## src/rtl/mem_access_ctrl.sv

```systemverilog
// Load/store bus initiator for the word-wide Common_Memory port.
// Sub-word stores run as read-modify-write; loads return extended data on a one-cycle pulse.
module mem_access_ctrl #(
  parameter int unsigned ADDR_W = 9,
  parameter int unsigned RD_LAT = 1
) (
  input  logic              clk,
  input  logic              reset,
  input  logic              req_valid,
  output logic              req_ready,
  input  logic              req_we,
  input  logic [ADDR_W+1:0] req_addr,
  input  logic [1:0]        req_size,
  input  logic              req_unsigned,
  input  logic [31:0]       req_wdata,
  output logic              rsp_valid,
  output logic [31:0]       rsp_rdata,
  output logic              rsp_err,
  output logic [ADDR_W-1:0] Adr,
  output logic [31:0]       MWD,
  output logic              MWR,
  output logic              MOE,
  input  logic [31:0]       MRD
);

  localparam int unsigned CNT_W = 2;
  localparam int unsigned HALF_W = 16;

  typedef enum logic [2:0] {IDLE, RD, RWAIT, WR, RESP, ERR} state_t;

  state_t              state, state_d;
  logic [CNT_W-1:0]    cnt_q, cnt_d;
  logic                we_q, uns_q;
  logic [1:0]          size_q, off_q;
  logic [HALF_W-1:0]   wdata_q;

  logic                req_ready_d, mwr_d, moe_d, rsp_valid_d, rsp_err_d;
  logic [ADDR_W-1:0]   adr_d;
  logic [31:0]         mwd_d, rsp_rdata_d;
  logic                accept_c, bad_c;

  // Pick the addressed lane(s) out of a memory word and extend to 32 bits.
  function automatic logic [31:0] load_ext(input logic [31:0] w, input logic [1:0] off,
                                           input logic [1:0] size, input logic uns);
    logic [7:0]  b;
    logic [15:0] h;
    b = w[{off, 3'b000} +: 8];
    h = off[1] ? w[31:16] : w[15:0];
    case (size)
      2'd0:    return uns ? {24'd0, b} : {{24{b[7]}}, b};
      2'd1:    return uns ? {16'd0, h} : {{16{h[15]}}, h};
      default: return w;
    endcase
  endfunction

  // Replace the addressed byte or half of the read-back word with the store data.
  function automatic logic [31:0] merge_word(input logic [31:0] w, input logic [15:0] wd,
                                             input logic [1:0] off, input logic [1:0] size);
    logic [31:0] m;
    m = w;
    if (size == 2'd0)  m[{off, 3'b000} +: 8] = wd[7:0];
    else if (off[1])   m[31:16] = wd;
    else               m[15:0]  = wd;
    return m;
  endfunction

  assign accept_c = req_valid && req_ready;
  assign bad_c    = (req_size == 2'd3) ||
                    (req_size == 2'd1 && req_addr[0]) ||
                    (req_size == 2'd2 && req_addr[1:0] != 2'd0);

  // Next state and next value of every registered output.
  always_comb begin
    state_d     = state;
    cnt_d       = cnt_q;
    req_ready_d = 1'b0;
    adr_d       = Adr;
    mwd_d       = MWD;
    mwr_d       = 1'b0;
    moe_d       = 1'b0;
    rsp_valid_d = 1'b0;
    rsp_rdata_d = 32'd0;
    rsp_err_d   = 1'b0;
    case (state)
      IDLE: begin
        req_ready_d = 1'b1;
        if (accept_c) begin
          req_ready_d = 1'b0;
          if (bad_c) begin
            state_d     = ERR;
            rsp_valid_d = 1'b1;
            rsp_err_d   = 1'b1;
          end else begin
            adr_d = req_addr[ADDR_W+1:2];
            if (req_we && req_size == 2'd2) begin
              state_d = WR;
              mwr_d   = 1'b1;
              mwd_d   = req_wdata;
            end else begin
              state_d = RD;
              moe_d   = 1'b1;
            end
          end
        end
      end
      RD: begin
        state_d = RWAIT;
        moe_d   = 1'b1;
        cnt_d   = '0;
      end
      RWAIT: begin
        moe_d = 1'b1;
        if (cnt_q == CNT_W'(RD_LAT - 1)) begin
          moe_d = 1'b0;
          if (we_q) begin
            state_d = WR;
            mwr_d   = 1'b1;
            mwd_d   = merge_word(MRD, wdata_q, off_q, size_q);
          end else begin
            state_d     = RESP;
            rsp_valid_d = 1'b1;
            rsp_rdata_d = load_ext(MRD, off_q, size_q, uns_q);
          end
        end else begin
          cnt_d = cnt_q + CNT_W'(1);
        end
      end
      WR: begin
        state_d     = RESP;
        rsp_valid_d = 1'b1;
      end
      RESP, ERR: begin
        state_d     = IDLE;
        req_ready_d = 1'b1;
      end
      default: begin
        state_d     = IDLE;
        req_ready_d = 1'b1;
      end
    endcase
  end

  always_ff @(posedge clk) begin
    if (reset) begin
      state     <= IDLE;
      cnt_q     <= '0;
      we_q      <= 1'b0;
      uns_q     <= 1'b0;
      size_q    <= 2'd0;
      off_q     <= 2'd0;
      wdata_q   <= '0;
      req_ready <= 1'b1;
      Adr       <= '0;
      MWD       <= 32'd0;
      MWR       <= 1'b0;
      MOE       <= 1'b0;
      rsp_valid <= 1'b0;
      rsp_rdata <= 32'd0;
      rsp_err   <= 1'b0;
    end else begin
      state     <= state_d;
      cnt_q     <= cnt_d;
      if (accept_c) begin
        we_q    <= req_we;
        uns_q   <= req_unsigned;
        size_q  <= req_size;
        off_q   <= req_addr[1:0];
        wdata_q <= req_wdata[HALF_W-1:0];
      end
      req_ready <= req_ready_d;
      Adr       <= adr_d;
      MWD       <= mwd_d;
      MWR       <= mwr_d;
      MOE       <= moe_d;
      rsp_valid <= rsp_valid_d;
      rsp_rdata <= rsp_rdata_d;
      rsp_err   <= rsp_err_d;
    end
  end

endmodule

```

## config.mk

```make
export PLATFORM = sky130hd
export DESIGN_NAME = mem_access_ctrl
export DESIGN_NICKNAME = d
export VERILOG_FILES = /design/src/rtl/mem_access_ctrl.sv
export SDC_FILE = /design/constraint.sdc
export NUM_CORES = 1
export LEC_CHECK = 0
export CORE_ASPECT_RATIO = 0.9
export CORE_MARGIN = 4
export CORE_UTILIZATION = 44
export CTS_CLUSTER_DIAMETER = 40
export CTS_CLUSTER_SIZE = 24
export DETAILED_ROUTE_END_ITERATION = 8
export GPL_TIMING_DRIVEN = 0
export PLACE_DENSITY_LB_ADDON = 0.05
export SLEW_MARGIN = 15
export SYNTH_ARGS = -nofsm -noshare
export SYNTH_HDL_FRONTEND = slang
export SYNTH_SLANG_ARGS = --single-unit
```

## constraint.sdc

```tcl
create_clock -name clk -period 2.4 [get_ports clk]
set_input_delay 0.6 -clock clk [delete_from_list [all_inputs] [get_ports clk]]
set_output_delay 0.6 -clock clk [all_outputs]
set_load 0.03 [all_outputs]
```

* Yosys cells after proc, flatten, opt, wreduce, memory -nomap -nowiden *
Index checks and enable logic that the tools add are counted.

storage, ports and cells
  word-level logic and storage cells = 96
  register bits = 105
  bits of input ports = 82
  output and inout port bits = 78

operators by class
  muxes and demuxes = 40
  bitwise operators = 4
  reduce and logical (&&, ||, !) cells = 19
  equality and inequality tests = 13
  add/sub/neg operators = 2
  shifts and indexed selects = 3

operators with widths
  kind                      count
  $mux W32                  8
  $pmux W32 S2              2
  $mux W16                  3
  $bwmux W32                1
  $shift A8 B7 Y32 const A  1
  $shiftx A32 B6 Y8         1
  $shiftx A8 B7 Y32         1
  $mux W1                   14
  $mux W3                   4
  $ne A2 B2 Y1 const B      6
  $pmux W3 S4               1
  $neg A5 Y7                1
  $eq A3 B2 Y1 const B      2
  $pmux W1 S3               2
  $reduce_and A6 Y1         1
  $reduce_bool A2 Y1        3
  $eq A2 B1 Y1 const B      2
  $eq A2 B2 Y1 const B      2
  $logic_and A1 B1 Y1       4
  $logic_not A2 Y1          2
  $mux W2                   2
  $not A1 Y1                4
  $pmux W1 S2               2
  $pmux W2 S2               1
  other kinds (9)           11

* Longest topological paths before layout *
  depth in word-level cells = 7
  depth in mapped cells = 9
  depth with buffers taken out = 6

* Worst setup path before layout *
Ideal clock, no wire load.

  kind = register to register
  start = reg off_q[0]
  end = reg MWD[0]
  cell stages (with the launch flop) = 10
  path buffers = 3
  library setup time = 74 ps
  path slack = -34 ps
  required time = 2326 ps
  arrival = 2359 ps
  clock period less this slack = 2434 ps
  cell sequence = dfxtp_1 > clkbuf_1 > clkbuf_1 > inv_1 > ha_1 > nor4bb_1 > clkbuf_1 > a221oi_1 > a211o_1 > a31oi_1

on the way
  longest elaborated chain between the ends = 7
  elaborated cells on any way between the ends = 8
  classes of those cells = 1 x add/sub; 2 x shift; 5 x mux

RTL lines
  element                                                       RTL line  RTL
  start: declaration                                            34        logic [1:0] size_q, off_q;
  start signal: assignment                                      167       off_q <= req_addr[1:0];
  $neg A5 Y7 (*)                                                61        if (size == 2'd0) m[{off, 3'b000} +: 8] = wd[7:0];
  $shiftx A8 B7 Y32 / $shift A8 B7 Y32 (equally long branches)  61
  $bwmux W32 (*)                                                61
  $mux W32 (*)                                                  61
  $mux W32 (*)                                                  115       if (we_q) begin
  $mux W32 (*)                                                  113       if (cnt_q == CNT_W'(RD_LAT - 1)) begin
  $pmux W32 S2 (*)                                              84        case (state)
  end signal: assignment                                        172       MWD <= mwd_d;
  end: declaration                                              20        output logic [31:0] MWD,

Mark *: on every way between the ends. The rest lies on a longest branch, timed or not. The select of a mux whose other input is x is not followed.
A chain may end at the register's enable or synchronous reset.

* Final worst setup path *
  start = reg off_q[0]
  end = reg MWD[1]

Same word-level chain as after synthesis.

==> metrics.csv <==
metric;value;unit
CP startpoint kind;flip-flop;
Hold Crit Class;reg -> reg;
Max-Cap Viols;0;
Synth top area share;37.55;%
total grt overflow;0;
library cells used by synthesis;53;
Area after DPL;7391;sq um
Synth Register Bits;105;
overall global routing resource usage;30.21;%
initial drt markers;672;
max incr delay on CP;360;ps
Worst VDD drop;0.0005981;V
Hold Violations, Final;0;
ys async rst share;0;%
path depth of the worst reg2reg path;9;
cells along the critical path;clkbuf_8 -> clkbuf_8 -> inv_1 -> ha_4 -> nor4bb_4 -> buf_6 -> a221oi_1 -> a211o_1 -> a31oi_1;
Slew headroom;41.00;%
Hold EP;Adr[3];
number of synthesized flops with an enable pin;0;
FF-to-FF Start;off_q[0];
period utilization;94.91;%
DP Wirelength;17.28;mm
status;complete, no violations;
P&R area growth vs syn;38.82;%
Avg Cell Area, Syn;8.184;sq um
I/O Pins;160;
gpl congestion;0.9595;
number of cells on the worst hold path;2;
TritonCTS buffer count;9;
Core ar.;12270;sq um
post-route ant nets;0;
Fin Clk Skew;10.89;ps
post-synthesis cell count;684;
most frequent cell after synthesis;dfxtp_1;
Slew Viols, Final;0;
Mapped Nets;772;
antenna violations before repair;0;
vias;6193;
critical path arrival;2560;ps
Die W;126.9;um
Chip Height;115.0;um
Routed WL per cell;22.07;um
Leakage;0.002875;uW
post-CTS setup buffer count;0;
area leader, netlist;dfxtp_1;
final wirelength;22.47;mm
Synth top cells by count;dfxtp_1, nand2_1, a21oi_1;
Total Power;5378;uW
CTS clk-pin slew, worst paths;80;ps
drt pass-1 iters;8;
Final nets;941;
Final setup viols;0;
largest net degree at the start of global routing;19;
IO Port Bufs;159;
critical path type;reg -> reg;
layout cells sized above 1;6.876;%
commonest register cell after synthesis;dfxtp_1;
critical path fanouts, max;10;
H-tree depth;3;
synthesized cell area;5598;sq um
Root Buffer;clkbuf_16;
critical path's slowest cell;dfxtp_2;
register area share after synthesis;37.55;%
die area;14590;sq um
largest cells by area after synthesis;dfxtp_1, mux2i_1, a21oi_1, nand2_1, o31ai_1;
Post-CTS Hold Buffers;0;
Critical R2R Capture;MWD[1];
worst slew pin tran;878.3;ps
RSZ-0062 raised after global routing;false;
Pwr Density;692.0;nW/um^2
Skew-Pair Late Insertion Delay;370;ps
worst-case clock buffer depth;2;
# clock sinks;105;
CTS tree;done;
Starting Density;45.63;%
yosys warns;0;
Peak Freq;0.4390;GHz
Worst EP required;2690;ps
setup TNS;0;ps
minimum clock period;2278;ps
Vias per Instance;6.083;
post-route cell area;7771;sq um
Crit path top cell by count;clkbuf_8;
n_diodes;0;
DRC Markers;0;
vias in the first global route;5987;
HP Start;Adr[3];
R2R setup slack;120;ps
global-route wire length before repair;34.14;mm
CP Capture Type;flip-flop;
num rows;38;
==> report_power, final <==
group          total, uW  leakage (uW)  switching (uW)  internal (uW)
logic               1790       0.00188            1080            710
clock network       1600      0.000147             744            852
registers           2000      0.000852             118           1880
total               5380       0.00288            1940           3440
==> critical path: cells and delay by family, from the launching register on <==
kind | cells | cell delay (ps)
DFF | 1 | 360
buffers and inverters | 4 | 640
adders and majority gates | 1 | 290
AOI/OAI and AO/OA | 3 | 600
and+or+nand+nor | 1 | 310
==> metrics by stage <==
stage	util (%)	hold WS, ps	setup WS (ps)	cells
after global placement	60.25	441.5	-476.4	1003
final	63.35	468.9	122.1	1018
after CTS	63.09	470.0	70.18	1019
after detailed placement	60.25	454.4	-549.4	1003
after floorplan	-	445.0	69.79	684
after global routing	63.35	488.8	15.20	1018
==> placed cells by master, fill, tap and decap left out, types with 3 or more instances in the layout <==
cell	n
or3_1	3
a211o_1	10
nand2_1	94
buf_6	4
nor3b_1	10
a21oi_1	71
clkbuf_16	9
a32oi_1	7
a31o_2	3
nor2b_1	5
o22ai_1	11
a32o_1	5
o21bai_1	6
a221oi_1	10
clkbuf_8	3
nand2b_1	37
a31oi_1	31
buf_2	7
nor3_1	3
dfxtp_1	104
a22oi_1	4
clkdlybuf4s50_1	159
mux2i_1	39
o221a_2	7
clkbuf_1	36
o21ai_0	36
buf_4	4
ha_1	3
nand3b_1	8
o31ai_1	32
nor2_1	20
o311a_1	3
and3_1	4
buf_1	8
inv_1	25
==> registers in the layout (all words and copies together), names as in the netlist <==
register and cells:
off_q 2, cnt_q 2, rsp_rdata 32, we_q 1, rsp_valid 1, req_ready 1, MWD 32, wdata_q 16
state 3, size_q 2, Adr 9, rsp_err 1, uns_q 1, MWR 1, MOE 1
==> final cells by class <==
type | instances | area, sq um
Buffer | 62 | 307.8
Inverter | 26 | 97.59
Sequential cell | 105 | 2103
Timing Repair Buffer | 159 | 1592
Multi-Input combinational cell | 490 | 3158
Clock buffer | 10 | 239.0
Clock inverter | 6 | 73.82
Fill cell | 1075 | 4496
Tap cell | 160 | 200.2
==> how the worst max path moves through the flow <==
| stage | startpoint | to | slack [ps] | cells past startpoint |
|---|---|---|---|---|
| floorplan | off_q[0] | MWD[0] | 70 | 9 |
| global placement | off_q[0] | MWD[6] | -480 | 9 |
| detailed placement | off_q[0] | MWD[0] | -550 | 9 |
| CTS | off_q[0] | MWD[16] | 70 | 9 |
| global route | off_q[0] | MWD[6] | 20 | 9 |
| finish | off_q[0] | MWD[1] | 120 | 9 |
==> routing by layer <==
layer,share of wire [%],GRT usage (%)
met5,0,0
met4,2.4,9.006
met3,9.5,7.664
met2,45,47.53
met1,43,41.15
==> what timing repair did <==
action / CTS / global route
pin swaps: 1 / 0
gates resized for setup: 9 / 12
setup endpoints to repair: 31 / 29
==> logic make-up after synthesis <==
kind of cell,count (synthesis),share of synthesized area [%]
compound gates,245,28.74
fa+ha+maj,6,1.341
buf+inv,89,6.795
flops,105,37.55
mux,41,7.577
simple gates,198,17.99
Power figures use the tool's default switching activity.
